**src/rtl/regfile_arbiter.sv**
```systemverilog
// Round-robin arbiter sharing the registerset write port and read port 1 between two requesters.
// Write acks 2 cycles after the grant sample, reads RD_LAT+1; requesters hold req until ack, no abort.
module regfile_arbiter #(
  parameter int DataWidth = 8,
  parameter int SEL_WIDTH = 2,
  parameter int RD_LAT    = 1
) (
  input  logic                 clk,
  input  logic                 res,
  input  logic                 req0,
  input  logic                 req1,
  input  logic                 wr0,
  input  logic                 wr1,
  input  logic [SEL_WIDTH-1:0] sel0,
  input  logic [SEL_WIDTH-1:0] sel1,
  input  logic [DataWidth-1:0] wdata0,
  input  logic [DataWidth-1:0] wdata1,
  output logic                 ack0,
  output logic                 ack1,
  output logic [DataWidth-1:0] rdata0,
  output logic [DataWidth-1:0] rdata1,
  output logic                 busy,
  output logic                 wr_en,
  output logic [SEL_WIDTH-1:0] wr_sel,
  output logic [DataWidth-1:0] reg_in,
  output logic                 rd_en1,
  output logic [SEL_WIDTH-1:0] rd_sel1,
  input  logic [DataWidth-1:0] reg_out_1
);

  typedef enum logic [1:0] {IDLE, WRITE, READ, ACK} state_t;

  localparam logic [2:0] CntLast = 3'(RD_LAT - 1);

  state_t               state, state_nxt;
  logic                 last, last_nxt;
  logic                 gnt, gnt_nxt;
  logic [2:0]           cnt, cnt_nxt;
  logic                 ack0_nxt, ack1_nxt, busy_nxt, wr_en_nxt, rd_en1_nxt;
  logic [DataWidth-1:0] rdata0_nxt, rdata1_nxt, reg_in_nxt;
  logic [SEL_WIDTH-1:0] wr_sel_nxt, rd_sel1_nxt;

  logic                 pick, pick_wr;
  logic [SEL_WIDTH-1:0] pick_sel;
  logic [DataWidth-1:0] pick_wdata;

  // On contention the requester that was not served last wins.
  assign pick       = req1 & (~req0 | ~last);
  assign pick_wr    = pick ? wr1 : wr0;
  assign pick_sel   = pick ? sel1 : sel0;
  assign pick_wdata = pick ? wdata1 : wdata0;

  always_ff @(posedge clk or posedge res) begin
    if (res) begin
      state   <= IDLE;
      last    <= 1'b1;
      gnt     <= 1'b0;
      cnt     <= '0;
      ack0    <= 1'b0;
      ack1    <= 1'b0;
      rdata0  <= '0;
      rdata1  <= '0;
      busy    <= 1'b0;
      wr_en   <= 1'b0;
      wr_sel  <= '0;
      reg_in  <= '0;
      rd_en1  <= 1'b0;
      rd_sel1 <= '0;
    end else begin
      state   <= state_nxt;
      last    <= last_nxt;
      gnt     <= gnt_nxt;
      cnt     <= cnt_nxt;
      ack0    <= ack0_nxt;
      ack1    <= ack1_nxt;
      rdata0  <= rdata0_nxt;
      rdata1  <= rdata1_nxt;
      busy    <= busy_nxt;
      wr_en   <= wr_en_nxt;
      wr_sel  <= wr_sel_nxt;
      reg_in  <= reg_in_nxt;
      rd_en1  <= rd_en1_nxt;
      rd_sel1 <= rd_sel1_nxt;
    end
  end

  always_comb begin
    state_nxt   = state;
    last_nxt    = last;
    gnt_nxt     = gnt;
    cnt_nxt     = cnt;
    ack0_nxt    = 1'b0;
    ack1_nxt    = 1'b0;
    rdata0_nxt  = rdata0;
    rdata1_nxt  = rdata1;
    wr_en_nxt   = 1'b0;
    wr_sel_nxt  = '0;
    reg_in_nxt  = '0;
    rd_en1_nxt  = 1'b0;
    rd_sel1_nxt = '0;

    case (state)
      IDLE: begin
        if (req0 || req1) begin
          gnt_nxt = pick;
          if (pick_wr) begin
            state_nxt  = WRITE;
            wr_en_nxt  = 1'b1;
            wr_sel_nxt = pick_sel;
            reg_in_nxt = pick_wdata;
          end else begin
            state_nxt   = READ;
            rd_en1_nxt  = 1'b1;
            rd_sel1_nxt = pick_sel;
            cnt_nxt     = '0;
          end
        end
      end
      WRITE: begin
        state_nxt = ACK;
        ack0_nxt  = ~gnt;
        ack1_nxt  = gnt;
        last_nxt  = gnt;
      end
      READ: begin
        if (cnt == CntLast) begin
          state_nxt = ACK;
          ack0_nxt  = ~gnt;
          ack1_nxt  = gnt;
          last_nxt  = gnt;
          if (gnt) rdata1_nxt = reg_out_1;
          else     rdata0_nxt = reg_out_1;
        end else begin
          cnt_nxt     = cnt + 3'd1;
          rd_en1_nxt  = 1'b1;
          rd_sel1_nxt = rd_sel1;
        end
      end
      ACK: begin
        state_nxt = IDLE;
      end
      default: begin
        state_nxt = IDLE;
      end
    endcase
  end

  assign busy_nxt = (state_nxt != IDLE);

  assert property (@(posedge clk) disable iff (res) !(wr_en && rd_en1));

endmodule
```
**config.mk**
```make
export PLATFORM = sky130hd
export DESIGN_NAME = regfile_arbiter
export DESIGN_NICKNAME = d
export VERILOG_FILES = /design/src/rtl/regfile_arbiter.sv
export SDC_FILE = /design/constraint.sdc
export NUM_CORES = 1
export LEC_CHECK = 0
export ABC_CLOCK_PERIOD_IN_PS = 2850
export CAP_MARGIN = 20
export CORE_ASPECT_RATIO = 0.75
export CORE_UTILIZATION = 39
export DETAILED_ROUTE_END_ITERATION = 16
export GPL_TIMING_DRIVEN = 0
export PLACE_DENSITY = 0.73
export SYNTH_ARGS = -nofsm -noshare
export SYNTH_HDL_FRONTEND = slang
export SYNTH_SLANG_ARGS = --single-unit
export TNS_END_PERCENT = 30
```
**constraint.sdc**
```tcl
create_clock -name clk -period 2.85 [get_ports clk]
set_input_delay 0.57 -clock clk [delete_from_list [all_inputs] [get_ports clk]]
set_output_delay 0.57 -clock clk [all_outputs]
set_load 0.05 [all_outputs]
```
==> flow_summary.json <==
{
  "port_buffers": 66,
  "p_leak_nw": 1.16,
  "antenna_found_initial": 0,
  "start_kind": "flop",
  "fin_skew_ps": 11.4,
  "path_delay_family": "buffers and inverters",
  "fmax_ghz": 0.489,
  "cts.clk_slew.worst_paths_ps": 70,
  "crit_cells": 1,
  "diodes": 0,
  "htreeDepth": 2,
  "postCtsSetupBuffers": 0,
  "yosysTopAreaCell": "dfrtp_1",
  "syn-num-nets": 191,
  "hold_slack_ps": 487,
  "syn2layout_area_growth_pct": 46.9,
  "r2r_start": "state[0]",
  "endpoint_kind": "output pin",
  "route.vias.total": 1364,
  "fillers": 362,
  "worst-setup-path-type": "flop to output pin",
  "syn_inst": 152,
  "hold_violations": 0,
  "layout.nets": 264,
  "totalWireLength_mm": 3.67,
  "grt_pass1_vias": 1380,
  "cts.sinks": 40,
  "p_total_mw": 3.00,
  "ys_seq_area_share_pct": 57.5,
  "grt_first_pass_wirelength_mm": 6.51,
  "initial_core_util_pct": 41.9,
  "finalWeightedCongestion": 0.733,
  "final.setup.tns_ps": 0,
  "crit_buf_inv": 1,
  "cp-endpoint": "rd_sel1[0]",
  "required_ps": 2280,
  "drive_gt1_share_pct": 15.9,
  "synth_area_leaders": "dfrtp_1 56%, mux2_2 11%, nand2_1 6.5%",
  "cap_viol_max_count": 0,
  "ant_nets": 0,
  "viasPerCell": 4.85,
  "critPathMaxFanout": 2,
  "status": "complete, no violations",
  "synth_warnings": 0,
  "syn_area_per_cell_um2": 11.5,
  "cts_resized": 0,
  "crit_start": "rd_sel1[0]",
  "die_height_um": 59.9,
  "cts_tree": "done",
  "timing.rr.end": "cnt[2]",
  "path_cells": "clkdlybuf4s50_1",
  "hold_path_class": "flop to flop",
  "finalCriticalPeriod_ps": 2050,
  "r2r.worst_path.cells": 7,
  "setup_violations": 0,
  "fin_crit_sh_pct": 71.8,
  "cpPeakStageDelay_ps": 830,
  "drt_iter0_markers": 44,
  "synth_area_um2": 1740,
  "cts_root_buf": "clkbuf_8",
  "worst-slew-pin-transition_ps": 800,
  "ir_drop_v": 0.000629,
  "dieArea_um2": 4740,
  "grt_max_degree": 41,
  "arrival_ps": 1480,
  "overflow": 0,
  "synth_seq_cells": 40,
  "io_pins": 67,
  "synthDistinctLibCells": 29,
  "worst_path_max_delay_cell": "clkdlybuf4s50_1",
  "wl_per_cell_um": 13.1,
  "final_common_cell": "clkdlybuf4s50_1",
  "clockBufferDepth": 2,
  "rrSetupSlack_ps": 1040,
  "drtPass1Iterations": 4,
  "hpwl_mm": 2.67,
  "track_usage_pct": 18.7,
  "max_slew_margin_pct": 46.6,
  "rows": 20,
  "drv_slew": 0,
  "cts-hold-fix-buffers": 0,
  "final_cell_mix": "66 x clkdlybuf4s50_1, 39 x dfrtp_1, 30 x nand2_1, 17 x mux2_2, 10 x nor2_1",
  "drc_errors": 0,
  "pwr_density_cell_nw_per_um2": 1170,
  "die_width_um": 79.2,
  "yosysTopAreaCellShare_pct": 56.0,
  "core_um2": 4150,
  "cts_made_buffers": 5,
  "rsz0062_at_grt": "false",
  "clk_latency_ps": 300
}
## report_power, final
group	total (mW)	internal [mW]	switching, mW	leakage, nW
logic	1.72	0.664	1.05	0.604
clock network	0.381	0.171	0.211	0.0479
registers	0.897	0.791	0.107	0.505
total	3.00	1.63	1.37	1.16
## Yosys cell counts, drive strengths merged
master  number
dfrtp       39
nand2       30
mux2        17
nor2        10
a21oi        8
inv          7
buf          6
ha           5
mux2i        5
nor2b        3
a31oi        2
and2         2
and3b        2
nand2b       2
o21ai        2
o31ai        2
a211o        1
a211oi       1
a21bo        1
a21boi       1
a22o         1
a31o         1
a32o         1
dfstp        1
nand4        1
o31a         1
## worst min path at each step
stage | start | end | slack, ps | cells past startpoint
after floorplan | gnt | ack0 | 460 | 1
after global placement | rd_sel1[0] | rd_sel1[0] | 460 | 2
after detailed placement | rd_sel1[1] | rd_sel1[1] | 470 | 2
after CTS | rd_sel1[1] | rd_sel1[1] | 490 | 2
after global routing | rdata1[0] | rdata1[0] | 530 | 1
final | rd_sel1[1] | rd_sel1[1] | 490 | 2
## per-stage QoR
step | util [%] | setup WS, ps | instance area, um2 | instances
after global placement | 59.5 | 529 | 2470 | 273
after global routing | 61.6 | 747 | 2560 | 281
final | 61.6 | 804 | 2560 | 281
after CTS | 61.6 | 781 | 2560 | 281
after floorplan | - | 1140 | 1740 | 152
after detailed placement | 59.5 | 626 | 2470 | 273
## worst register-to-register path, stage by stage, from the launching register on
cell and delay [ps]:
dfrtp_1 400, inv_1 80, ha_1 210, buf_6 140, and3b_4 190, a211o_1 240, o31a_1 280, a31o_1 180
## layer usage
metal	wire length (um)	up-vias	share of wire (%)	track usage (%)
li1	-	660	-	-
met1	1730	634	47	23.8
met2	1510	64	41	27.8
met3	373	6	10	8.70
met4	54	0	1.5	7.01
met5	0	-	0	0
## kinds of logic (layout without fill, tap and decap cells)
group           after synthesis  after routing  share of synthesized area, %
simple gates                 50             50                          12.7
flops                        40             40                          57.5
compound gates               22             22                          8.69
mux                          22             22                          13.9
buf+inv                      13             87                          3.59
fa+ha+maj                     5              5                          3.59
## layout make-up
class / count / area [um2] / share of cell area, %
inverter: 7 / 26.3 / 1.03
tap: 55 / 68.8 / 2.69
clock buffer: 5 / 68.8 / 2.69
multi-input combinational: 99 / 677 / 26.5
buffer: 6 / 36.3 / 1.42
clock inverter: 3 / 18.8 / 0.733
sequential: 40 / 1000 / 39.2
timing repair buffer: 66 / 661 / 25.8
## sequential cells by signal (all words and copies together), names as in the netlist, 2 cells and up
signal and flops:
reg_in 8, rd_sel1 2, state 2, rdata1 8, rdata0 8, wr_sel 2, cnt 3
Note: power is estimated with default switching activity, not from simulation.
